===== config.mk =====
export PLATFORM = sky130hd
export DESIGN_NAME = display_digit_converter
export DESIGN_NICKNAME = d
export VERILOG_FILES = /design/src/rtl/display_digit_converter.sv
export SDC_FILE = /design/constraint.sdc
export NUM_CORES = 1
export LEC_CHECK = 0
export BUFFER_PORTS_ARGS = -buffer_cell sky130_fd_sc_hd__buf_2
export CAP_MARGIN = 20
export CORE_MARGIN = 1.5
export CORE_UTILIZATION = 60
export CTS_CLUSTER_SIZE = 30
export DETAILED_ROUTE_END_ITERATION = 8
export GPL_TIMING_DRIVEN = 0
export PLACE_DENSITY_LB_ADDON = 0.3
export SYNTH_ARGS = -nofsm -noshare
export SYNTH_HDL_FRONTEND = slang
export SYNTH_SLANG_ARGS = --single-unit

===== constraint.sdc =====
create_clock -name clk -period 4.2 [get_ports clk]
set_input_delay 0.21 -clock clk [delete_from_list [all_inputs] [get_ports clk]]
set_output_delay 0.21 -clock clk [all_outputs]
set_load 0.02 [all_outputs]

===== src/rtl/display_digit_converter.sv =====
// display_digit_converter: 8-bit value to four display digit codes via sequential double-dabble
module display_digit_converter #(
  parameter bit AUTO_RELOAD   = 1'b1,
  parameter bit BLANK_LEADING = 1'b1
) (
  input  logic        clk,
  input  logic        rst,
  input  logic [7:0]  value_i,
  input  logic        neg_i,
  input  logic        hex_i,
  input  logic        load_i,
  output logic        busy_o,
  output logic        valid_o,
  output logic [15:0] digits_o,
  output logic [3:0]  blank_o,
  output logic [3:0]  minus_o
);
  typedef enum logic [1:0] {IDLE, PREP, SHIFT, DONE} state_t;
  localparam logic [3:0] BLANK_RST = BLANK_LEADING ? 4'b1110 : 4'b1000;
  state_t      state_q, state_d;
  logic [9:0]  last_q, last_d;
  logic [7:0]  bin_q, bin_d;
  logic [11:0] bcd_q, bcd_d;
  logic        sign_q, sign_d;
  logic [2:0]  cnt_q, cnt_d;
  logic [15:0] digits_q, digits_d;
  logic [3:0]  blank_q, blank_d, minus_q, minus_d;
  logic        valid_q, valid_d;
  logic [11:0] bcd_adj;
  logic        start, neg_cap, hz, tz, m3, m2, m1;
  // next-state, double-dabble step and display formatting; last_q holds the captured {value,neg,hex}
  always_comb begin
    state_d  = state_q;
    last_d   = last_q;
    bin_d    = bin_q;
    bcd_d    = bcd_q;
    sign_d   = sign_q;
    cnt_d    = cnt_q;
    digits_d = digits_q;
    blank_d  = blank_q;
    minus_d  = minus_q;
    valid_d  = 1'b0;
    start    = load_i || (AUTO_RELOAD && ({value_i, neg_i, hex_i} != last_q));
    neg_cap  = last_q[1] && last_q[9] && !last_q[0];
    for (int i = 0; i < 3; i++)
      bcd_adj[4*i+:4] = (bcd_q[4*i+:4] >= 4'd5) ? bcd_q[4*i+:4] + 4'd3 : bcd_q[4*i+:4];
    hz = bcd_q[11:8] == 4'd0;
    tz = bcd_q[7:4] == 4'd0;
    m3 = sign_q && (!BLANK_LEADING || !hz);
    m2 = sign_q && BLANK_LEADING && hz && !tz;
    m1 = sign_q && BLANK_LEADING && hz && tz;
    case (state_q)
      IDLE: if (start) begin
        last_d  = {value_i, neg_i, hex_i};
        state_d = PREP;
      end
      PREP: begin
        bin_d   = neg_cap ? 8'd0 - last_q[9:2] : last_q[9:2];
        sign_d  = neg_cap;
        bcd_d   = 12'd0;
        cnt_d   = 3'd0;
        state_d = last_q[0] ? DONE : SHIFT;
      end
      SHIFT: begin
        {bcd_d, bin_d} = {bcd_adj, bin_q} << 1;
        cnt_d          = cnt_q + 3'd1;
        state_d        = (cnt_q == 3'd7) ? DONE : SHIFT;
      end
      default: begin
        digits_d = last_q[0] ? {8'h00, last_q[9:2]} : {4'h0, bcd_q};
        blank_d  = last_q[0] ? 4'b1100 : {!m3, BLANK_LEADING && hz && !m2, BLANK_LEADING && hz && tz && !m1, 1'b0};
        minus_d  = last_q[0] ? 4'b0000 : {m3, m2, m1, 1'b0};
        valid_d  = 1'b1;
        state_d  = IDLE;
      end
    endcase
  end
  // state and datapath registers; reset also aborts any conversion in flight
  always_ff @(posedge clk) begin
    if (rst) begin
      state_q  <= IDLE;
      last_q   <= 10'd0;
      bin_q    <= 8'd0;
      bcd_q    <= 12'd0;
      sign_q   <= 1'b0;
      cnt_q    <= 3'd0;
      digits_q <= 16'h0000;
      blank_q  <= BLANK_RST;
      minus_q  <= 4'b0000;
      valid_q  <= 1'b0;
    end else begin
      state_q  <= state_d;
      last_q   <= last_d;
      bin_q    <= bin_d;
      bcd_q    <= bcd_d;
      sign_q   <= sign_d;
      cnt_q    <= cnt_d;
      digits_q <= digits_d;
      blank_q  <= blank_d;
      minus_q  <= minus_d;
      valid_q  <= valid_d;
    end
  end
  assign busy_o   = state_q != IDLE;
  assign valid_o  = valid_q;
  assign digits_o = digits_q;
  assign blank_o  = blank_q;
  assign minus_o  = minus_q;
endmodule


-- Word level (Yosys, flattened, before mapping)
Index checks and enable logic that the tools add are counted.
- add/subtract/negate cells: 5
- order comparisons: 3
- equality and inequality tests: 5
- mux-type cells: 15
- reductions and logical operators: 23
- operator list (kind ; number):
    12-bit case mux with 2 select lines ; 1
    4-bit 2-to-1 mux ; 4
    8-bit case mux with 2 select lines ; 1
    4-bit by 3-bit greater-or-equal comparator with 1-bit output (second input constant) ; 3
    12-bit 2-to-1 mux ; 1
    10-bit inequality test ; 1
    1-bit logical AND ; 9
    4-bit by 2-bit adder with 4-bit output (second input constant) ; 2
    4-bit logical NOT ; 2
    8-bit 2-to-1 mux ; 1
    1-bit by 8-bit subtractor with 8-bit output (first input constant) ; 1
    1-bit logical NOT ; 6
    2-bit case mux with 3 select lines ; 1
    3-bit case mux with 2 select lines ; 1
    2-bit nonzero test ; 2
    3-bit by 1-bit adder with 3-bit output (second input constant) ; 1
    3-bit by 2-bit adder with 3-bit output (second input constant) ; 1
    3-bit equality test (second input constant) ; 1
    1-bit 2-to-1 mux ; 3
    3-bit 2-to-1 mux ; 1
    3-bit OR reduction ; 1
    2-bit by 1-bit equality test with 1-bit output (second input constant) ; 1
    2-bit equality test (second input constant) ; 1
    2-bit logical NOT ; 1
    other kinds (4) ; 4
- bits in registers: 61
- output and inout bits: 26

-- Longest topological paths before layout
Gate-level depths: netlist of the first run.
- word-level depth: 6
- depth in mapped cells: 8
- mapped depth without buffers: 7

-- Worst setup path after synthesis of the first run
No wires, ideal clock.
- path type: register to register
- from: register last_q[5]
- to: register last_q[2]
- arrival time: 1787 ps
- data required time: 4072 ps
- path slack: 2285 ps
- cell stages (with the launch flop): 6
- buffers on the path: 0
- clock period less this slack: 1915 ps
- cells stage by stage: dfxtp_1 > xor2_1 > or4_4 > o41ai_4 > mux2i_1 > nor2_1
- word-level cells in the longest chain between the ends: 3
- ends and longest elaborated chain (element ; line ; source):
    start: declaration ; 21 ; logic [9:0] last_q, last_d;
    start signal: assignment ; 93 ; last_q <= last_d;
    10-bit inequality test ; 43 ; start = load_i || (AUTO_RELOAD && ({value_i, neg_i, hex_i} != last_q));
    1-bit logical OR ; 43 ;
    2-bit AND reduction (no source line) ; n/a ;
Every way passes these cells.
A chain may end at the register's enable or synchronous reset.

-- Worst setup path after layout of the first run
- from: register last_q[5]
- to: register last_q[6]
The elaborated chain is that of the path after synthesis.

==> impl_metrics.tcl, run 1 <==
set metrics [dict create \
    status "complete, no violations" \
    relSlewSlack_pct 51.2 \
    drtIter0Drc 186 \
    route.vias.total 2411 \
    ys_warn_count 0 \
    max_freq_mhz 469 \
    synth_top_family_by_area "simple AND/OR/NAND/NOR gates" \
    ys_ff_latch 55 \
    p_seq_share_pct 41.0 \
    crit_arrival_ns 2.32 \
    grt_pass1_wl_um 10500 \
    final_cell_mix "dfxtp_1, nor2_1, buf_2, mux2i_1, a21oi_1" \
    slew_violations 0 \
    synth_top_area_share_pct 39.2 \
    clock_latency_ns 0.31 \
    setup_ws_ns 2.07 \
    synth_edf_count 0 \
    setup_viol 0 \
    layout-drive-gt1-share_pct 13.5 \
    synth_simple_gate_area_share_pct 18.1 \
    internal_power_w 0.000983 \
    antenna_cells 0 \
    area_growth_pct 12.4 \
    dp_slack_ns 2.08 \
    tightest_slew_ns 0.732 \
    rsz0062_at_grt "false" \
    peakVddDrop_v 0.000452 \
    switching_share_pct 39.7 \
    synth_xor_area_share_pct 5.93 \
    yosysUniqueCellTypes 40 \
    synth_adder_area_share_pct 6.69 \
    grt_use_total_pct 25.8 \
    cts_resized 0 \
    grt_pass1_vias 2189 \
    worstSetupStartpointType "register" \
    antenna_found_initial 0 \
    async_reset_ff_share_pct 0 \
    synth_compound_area_share_pct 14.9 \
    numPortBuffers 32 \
    path_depth 5 \
    cts_num_sinks 55 \
    clock_power_share_pct 20.1 \
    critical-path-max-stage-delay_ns 0.56 \
    whs_path_depth 3 \
    syn_area_um2 2810 \
    die_h_um 71.4 \
    end_kind "register" \
    coreArea_um2 4410 \
    power_density_nw_per_um2 517 \
    synth-main-ff-cell "dfxtp_1" \
    rows 24 \
    tns_ns 0 \
    grt_max_degree 17 \
    crit_chain "xor2_1, or4_4, o41ai_4, mux2i_1, nor2_1" \
    synth_mux_area_share_pct 8.96 \
    htreeDepth 2 \
    pwr-share-comb_pct 38.9 \
    drc 0 \
    min_period_ns 2.13 \
    antenna_left 0 \
    fin_skew_ns 0.00567 \
    critPathTopFamily "simple AND/OR/NAND/NOR gates" \
    syn_avg_cell_area_um2 8.64 \
    worst-path-max-fanout 7 \
    slowest_stage "o41ai_4" \
    gp_congestion 0.893 \
    rr_worst_depth 5 \
    postCtsHoldBufs 0 \
    crit_buf_inv 0 \
    p_sw_w 0.000648 \
    crit_type "register to register" \
    die_area_um2 5100 \
    io_pins 39 \
    nNetsFinal 397 \
    initial_core_util_pct 63.6 \
    hpwl_um 4470 \
    drt-pass1-iter-count 4 \
    cts_buffer_depth 2 \
    syn_inst 325 \
    numCtsBuffers 5 \
    p_leak_nw 1.34 \
    die_w_um 71.4 \
    synth_area_leader_cell "dfxtp_1" \
    synth_area_leaders "dfxtp_1, mux2i_1, nor2_1, ha_1, a21oi_1" \
    grt-ovfl-total 0 \
    wl_per_cell_um 15.3 \
    finalCritPeriodShare_pct 50.7 \
    dp_cells 414 \
    cts_tree "yes" \
    cap_violations 0 \
    clkSlewWorstSetupHoldPaths_ns 0.10 \
    ys_seq_area_share_pct 39.2 \
    required_ns 4.39 \
    cts-root-buf "clkbuf_8" \
    final_hold_viol_count 0 \
    final_common_cell "dfxtp_1" \
    post_cts_buffers 0 \
    wl_um 6450 \
    hold_class "input port to register" \
    instances_no_fill 422 \
    via_per_inst 5.71 \
]
## metrics by stage
step	total power [W]	cell area (µm²)	hold WS, ns	util, %
floorplan	0.00113	2830	0.354	-
global placement	0.00128	3050	0.435	69.1
detailed placement	0.00129	3050	0.439	69.1
CTS	0.00162	3150	0.159	71.5
global route	0.00171	3150	0.165	71.5
finish	0.00163	3150	0.155	71.5
## cell type report
type	count	area, µm²
clock inverters	1	7.51
inverters	14	52.6
multi-input cells	236	1560
repair buffers	32	160
fillers	349	1260
clock buffers	7	96.3
well taps	52	65.1
flip-flops and latches	55	1100
plain buffers	25	116
## synth_stat cells, types with 2 or more instances
cell	n
a211oi_1	9
a21oi_1	22
a22oi_1	11
a32oi_1	3
and2_1	3
and3_1	3
buf_4	6
clkbuf_1	18
dfxtp_1	55
ha_1	15
inv_1	14
mux2i_1	24
nand2_1	20
nand2b_1	9
nand3_1	4
nand3b_1	2
nor2_1	53
nor2b_1	5
nor3_1	2
o211ai_1	3
o21ai_0	6
o31ai_1	3
xnor2_1	11
xor2_1	8
## kinds of logic (layout without fill, tap and decap cells)
family          Yosys count  after routing
simple gates            109            109
other cells               1              6
buf+inv                  39             79
flops                    55             55
mux                      25             25
xor+xnor                 19             19
compound gates           62             62
fa+ha+maj                15             15
## power groups by stage
stage / combinational, W / clock, W / sequential (W)
floorplan: 0.000452 / 0 / 0.000679
global placement: 0.000602 / 0 / 0.000673
detailed placement: 0.000613 / 0 / 0.000677
CTS: 0.000625 / 0.000330 / 0.000666
global route: 0.000691 / 0.000344 / 0.000676
finish: 0.000634 / 0.000328 / 0.000669
## layer usage
layer / wire length (µm) / GRT usage, % / vias up
met1: 2950 / 35.6 / 1147
li1: - / - / 1181
met5: 0 / 0 / -
met4: 165 / 9.22 / 0
met3: 327 / 3.94 / 16
met2: 3010 / 41.4 / 67
## flip-flops by register name (all words and copies together) (netlist names)
signal,flops
bcd_q,12
bin_q,8
blank_o,3
cnt_q,3
digits_o,12
last_q,10
minus_o,3
sign_q,1
state_q,2
valid_o,1
## final timing paths
check / start / endpoint / slack, ns
max reg2reg: last_q[5] / last_q[6] / 2.07
min reg2reg: bin_q[0] / bin_q[0] / 0.47
max: last_q[5] / last_q[6] / 2.07
min: value_i[7] / last_q[9] / 0.16
## worst reg2reg max path, cell delays in order, from the launching register on
cell and delay (ns):
dfxtp_1 0.49, xor2_1 0.11, or4_4 0.55, o41ai_4 0.56, mux2i_1 0.26, nor2_1 0.06
No activity file was read; power rests on OpenSTA's default activity.
==> inputs of run 2 (changes only) <==
--- a/config.mk
+++ b/config.mk
@@ -8,7 +8,7 @@
 export BUFFER_PORTS_ARGS = -buffer_cell sky130_fd_sc_hd__buf_2
 export CAP_MARGIN = 20
 export CORE_MARGIN = 1.5
-export CORE_UTILIZATION = 60
+export CORE_UTILIZATION = 51
 export CTS_CLUSTER_SIZE = 30
 export DETAILED_ROUTE_END_ITERATION = 8
 export GPL_TIMING_DRIVEN = 0
==> constraint.sdc (replaced) <==
create_clock -name clk -period 1.9 [get_ports clk]
set_input_delay 0.095 -clock clk [delete_from_list [all_inputs] [get_ports clk]]
set_output_delay 0.095 -clock clk [all_outputs]
set_load 0.02 [all_outputs]
==> run 2 against run 1 <==
  * Cell count is 4.3% higher
  * Utilization down 9.6 points
  * Sequential power grew 120%
  * Count of clock-buffer cells in the layout down 2
  * Critical path type unchanged
  * Flip-flop and latch count is the same
  * Design area increased by 2.1%
==> impl_metrics.tcl, run 2 (synthesized netlist as in run 1, its figures left out) <==
set metrics [dict create \
    grt_pass1_vias 2113 \
    power_density_nw_per_um2 1160 \
    critical-path-max-stage-delay_ns 0.54 \
    final_cell_mix "nor2_1, dfxtp_1, buf_2, mux2i_1, a21oi_1" \
    relSlewSlack_pct 56.9 \
    end_kind "register" \
    antenna_cells 0 \
    crit_buf_inv 1 \
    htreeDepth 2 \
    tightest_slew_ns 0.647 \
    final_hold_viol_count 0 \
    grt_max_degree 17 \
    die_area_um2 5960 \
    setup_viol 0 \
    grt-ovfl-total 0 \
    gp_congestion 0.863 \
    hold_class "input port to register" \
    clkSlewWorstSetupHoldPaths_ns 0.09 \
    dp_cells 432 \
    max_freq_mhz 530 \
    layout-drive-gt1-share_pct 17.6 \
    worst-path-max-fanout 3 \
    crit_type "register to register" \
    p_leak_nw 1.37 \
    numCtsBuffers 5 \
    die_h_um 77.2 \
    slowest_stage "or4_4" \
    antenna_left 0 \
    cap_violations 0 \
    wl_per_cell_um 14.4 \
    slew_violations 0 \
    area_growth_pct 14.8 \
    grt_use_total_pct 21.2 \
    drtIter0Drc 177 \
    rsz0062_at_grt "true" \
    grt_pass1_wl_um 10100 \
    drc 0 \
    crit_arrival_ns 2.07 \
    utilization_pct 61.9 \
    route.vias.total 2391 \
    antenna_found_initial 0 \
    cts_buffer_depth 2 \
    cts_num_sinks 55 \
    fin_skew_ns 0.00643 \
    numPortBuffers 32 \
    die_w_um 77.2 \
    finalCritPeriodShare_pct 99.3 \
    hpwl_um 4550 \
    rows 26 \
    critPathTopFamily "simple AND/OR/NAND/NOR gates" \
    via_per_inst 5.43 \
    cts-root-buf "clkbuf_8" \
    wl_um 6340 \
    coreArea_um2 5200 \
    crit_chain "xor2_1, or4_4, o41ai_4, buf_4, mux2i_1, nor2_1" \
    nNetsFinal 398 \
    required_ns 2.08 \
    min_period_ns 1.89 \
    io_pins 39 \
    cts_tree "yes" \
    drt-pass1-iter-count 4 \
    peakVddDrop_v 0.000619 \
    instances_no_fill 440 \
    n_fill_cell 441 \
    clock_latency_ns 0.31 \
    initial_core_util_pct 53.9 \
    worstSetupStartpointType "register" \
    status "complete, no violations" \
]
## run 2: final timing paths
path	from	to	slack, ns	depth (start not counted)
worst min-delay path	value_i[0]	last_q[2]	0.04	3
worst max register to register	last_q[5]	last_q[8]	0.01	6
worst min register to register	bin_q[6]	bin_q[6]	0.45	2
worst max-delay path	last_q[5]	last_q[8]	0.01	6
## run 2: worst reg2reg max path, cell delays in order, from the launching register on
cell,delay (ns)
dfxtp_4,0.35
xor2_1,0.16
or4_4,0.54
o41ai_4,0.29
buf_4,0.20
mux2i_1,0.17
nor2_1,0.05
## run 2: layer usage
metal | global-route usage (%) | share of wire [%]
met1 | 28.6 | 47
met2 | 35.0 | 47
met3 | 3.33 | 4.6
met4 | 5.64 | 0.93
met5 | 0 | 0
## run 2: through the flow
step                instance area (µm²)  hold WS, ns  setup TNS [ns]  total power, W  setup slack (ns)
floorplan                          2830        0.239               0         0.00250           0.00539
global placement                   3070        0.349           -1.01         0.00284            -0.156
detailed placement                 3070        0.359           -1.35         0.00288            -0.181
CTS                                3220       0.0413          -0.438         0.00370           -0.0701
global route                       3220       0.0607          -0.342         0.00394           -0.0934
finish                             3220       0.0437               0         0.00374            0.0126
## run 2: area by class of cell
class / count / area [µm²] / share of cell area (%)
inverter: 14 / 52.6 / 1.63
sequential: 55 / 1110 / 34.3
timing repair buffer: 36 / 190 / 5.91
clock buffer: 5 / 68.8 / 2.14
multi-input combinational: 236 / 1560 / 48.6
clock inverter: 2 / 37.5 / 1.17
buffer: 22 / 114 / 3.54
tap: 70 / 87.6 / 2.72
## run 2: timing repair
action | CTS | global route
setup endpoints to repair | 12 | 33
hold buffers | 0 | 0
buffers inserted | 4 | 0
pin swaps | 1 | 1
resized for setup | 6 | 12
## run 2: power breakdown
part,switching (W),total [W],internal (W)
Clock,0.000365,0.000751,0.000385
Sequential,0.000175,0.00150,0.00132
Combinational,0.000887,0.00149,0.000603
Total,0.00143,0.00374,0.00231
==> inputs of run 3 (changes only) <==
--- a/config.mk
+++ b/config.mk
@@ -7,11 +7,14 @@
 export LEC_CHECK = 0
 export BUFFER_PORTS_ARGS = -buffer_cell sky130_fd_sc_hd__buf_2
 export CAP_MARGIN = 20
+export CELL_PAD_IN_SITES_DETAIL_PLACEMENT = 1
+export CELL_PAD_IN_SITES_GLOBAL_PLACEMENT = 1
 export CORE_MARGIN = 1.5
-export CORE_UTILIZATION = 51
+export CORE_UTILIZATION = 39
 export CTS_CLUSTER_SIZE = 30
 export DETAILED_ROUTE_END_ITERATION = 8
 export GPL_TIMING_DRIVEN = 0
+export HOLD_SLACK_MARGIN = 0.1
 export PLACE_DENSITY_LB_ADDON = 0.3
 export SYNTH_ARGS = -nofsm -noshare
 export SYNTH_HDL_FRONTEND = slang
==> run 3 against run 2 <==
  * The run now ends with setup timing left
  * Routed wire length is 20% higher
  * Power hardly changed
  * Utilization is 13 points lower
  * Sequential power hardly changed
  * Register-to-register slack lost 0.02 ns
  * Via count grew 4.0%
  * Critical path depth stayed put
==> impl_metrics.tcl, run 3 (synthesized netlist as in run 1, its figures left out) <==
set metrics [dict create \
    grt_use_total_pct 20.3 \
    critical-path-max-stage-delay_ns 0.55 \
    die_area_um2 7710 \
    initial_core_util_pct 40.9 \
    drt-pass1-iter-count 4 \
    required_ns 2.09 \
    drtIter0Drc 86 \
    power_density_nw_per_um2 1110 \
    grt_pass1_wl_um 12100 \
    rsz0062_at_grt "true" \
    p_leak_nw 1.41 \
    hold_class "input port to register" \
    die_w_um 87.8 \
    end_kind "register" \
    slowest_stage "or4_4" \
    layout-drive-gt1-share_pct 18.1 \
    antenna_cells 0 \
    min_period_ns 1.91 \
    cts_num_sinks 55 \
    antenna_found_initial 0 \
    relSlewSlack_pct 54.0 \
    clkSlewWorstSetupHoldPaths_ns 0.10 \
    tightest_slew_ns 0.690 \
    finalCritPeriodShare_pct 100 \
    peakVddDrop_v 0.000568 \
    antenna_left 0 \
    numPortBuffers 32 \
    crit_chain "xor2_2, or4_4, o41ai_4, buf_4, mux2i_1, nor2_1" \
    final_cell_mix "nor2_1, dfxtp_1, buf_2, mux2i_1, a21oi_1" \
    io_pins 39 \
    rows 30 \
    area_growth_pct 19.8 \
    wl_um 7610 \
    cts_tree "yes" \
    final_common_cell "nor2_1" \
    holdWs_ns 0.235 \
    cts-root-buf "clkbuf_8" \
    grt_max_degree 18 \
    dp_cells 458 \
    numCtsBuffers 5 \
    fin_skew_ns 0.0168 \
    coreArea_um2 6870 \
    nNetsFinal 408 \
    grt_pass1_vias 2505 \
    wl_per_cell_um 16.0 \
    instances_no_fill 477 \
    final_hold_viol_count 0 \
    route.vias.total 2486 \
    die_h_um 87.8 \
    worst-path-max-fanout 4 \
    htreeDepth 2 \
    drc 0 \
    setup_ws_ns -0.00584 \
    crit_arrival_ns 2.09 \
    status "finished, violations left" \
    max_freq_mhz 525 \
    cap_violations 0 \
    worstSetupStartpointType "register" \
    clock_latency_ns 0.32 \
    violations "setup timing" \
    crit_type "register to register" \
    via_per_inst 5.21 \
    grt-ovfl-total 0 \
    hpwl_um 5510 \
    cts_buffer_depth 2 \
    slew_violations 0 \
    gp_congestion 0.812 \
    setup_viol 1 \
]
-- run 3: what timing repair did --
item / CTS / global route
pin swaps: 1 / 5
hold buffers: 10 / 0
endpoints found under the setup margin: 25 / 30
resized for setup: 7 / 15
endpoints found under the hold margin: 10 / 0
setup buffers: 3 / 1
-- run 3: final cells by class --
| class | count | area, µm² |
|---|---|---|
| Fill cell | 845 | 3510 |
| Tap cell | 96 | 120 |
| Multi-Input combinational cell | 236 | 1570 |
| Sequential cell | 55 | 1110 |
| Buffer | 22 | 116 |
| Clock inverter | 2 | 16.3 |
| Timing Repair Buffer | 46 | 290 |
| Clock buffer | 6 | 82.6 |
| Inverter | 14 | 52.6 |
-- run 3: metal layers --
layer | track usage [%] | wire length, µm | up-vias
met5 | 0 | 0 | -
met4 | 4.76 | 61 | 0
met3 | 2.92 | 167 | 5
met2 | 36.0 | 3870 | 32
met1 | 25.8 | 3520 | 1239
li1 | - | - | 1210
-- run 3: metrics by stage --
stage               setup TNS, ns  utilization [%]  power (W)  worst slack, ns  cell area [µm²]
floorplan                       0                -    0.00250          0.00539             2830
global placement            -1.29             45.2    0.00287           -0.181             3110
detailed placement          -1.90             45.2    0.00292           -0.211             3110
CTS                       -0.0730             48.6    0.00369          -0.0301             3340
global route               -0.106             48.9    0.00396          -0.0428             3360
finish                   -0.00584             48.9    0.00374         -0.00584             3360
-- run 3: power breakdown --
| part | leakage, nW | internal (W) | total, W | switching (W) |
|---|---|---|---|---|
| clock network | 0.0474 | 0.000299 | 0.000703 | 0.000405 |
| registers | 0.449 | 0.00133 | 0.00151 | 0.000180 |
| logic | 0.917 | 0.000612 | 0.00153 | 0.000914 |
| total | 1.41 | 0.00224 | 0.00374 | 0.00150 |
-- run 3: final timing paths --
path / start / to / slack (ns) / depth (start not counted)
max: last_q[5] / last_q[3] / -0.006 / 6
min reg2reg: bin_q[6] / bin_q[6] / 0.46 / 2
max reg2reg: last_q[5] / last_q[3] / -0.006 / 6
min: load_i / state_q[1] / 0.23 / 5
-- run 3: worst max-delay path, delay by kind of cell, from the launching register on --
family                 cells  cell delay [ns]
XOR/XNOR                   1             0.14
buffers and inverters      1             0.21
AND/OR/NAND/NOR            2             0.62
AO/OA/AOI/OAI              1             0.25
flip-flops                 1             0.37
multiplexers               1             0.21
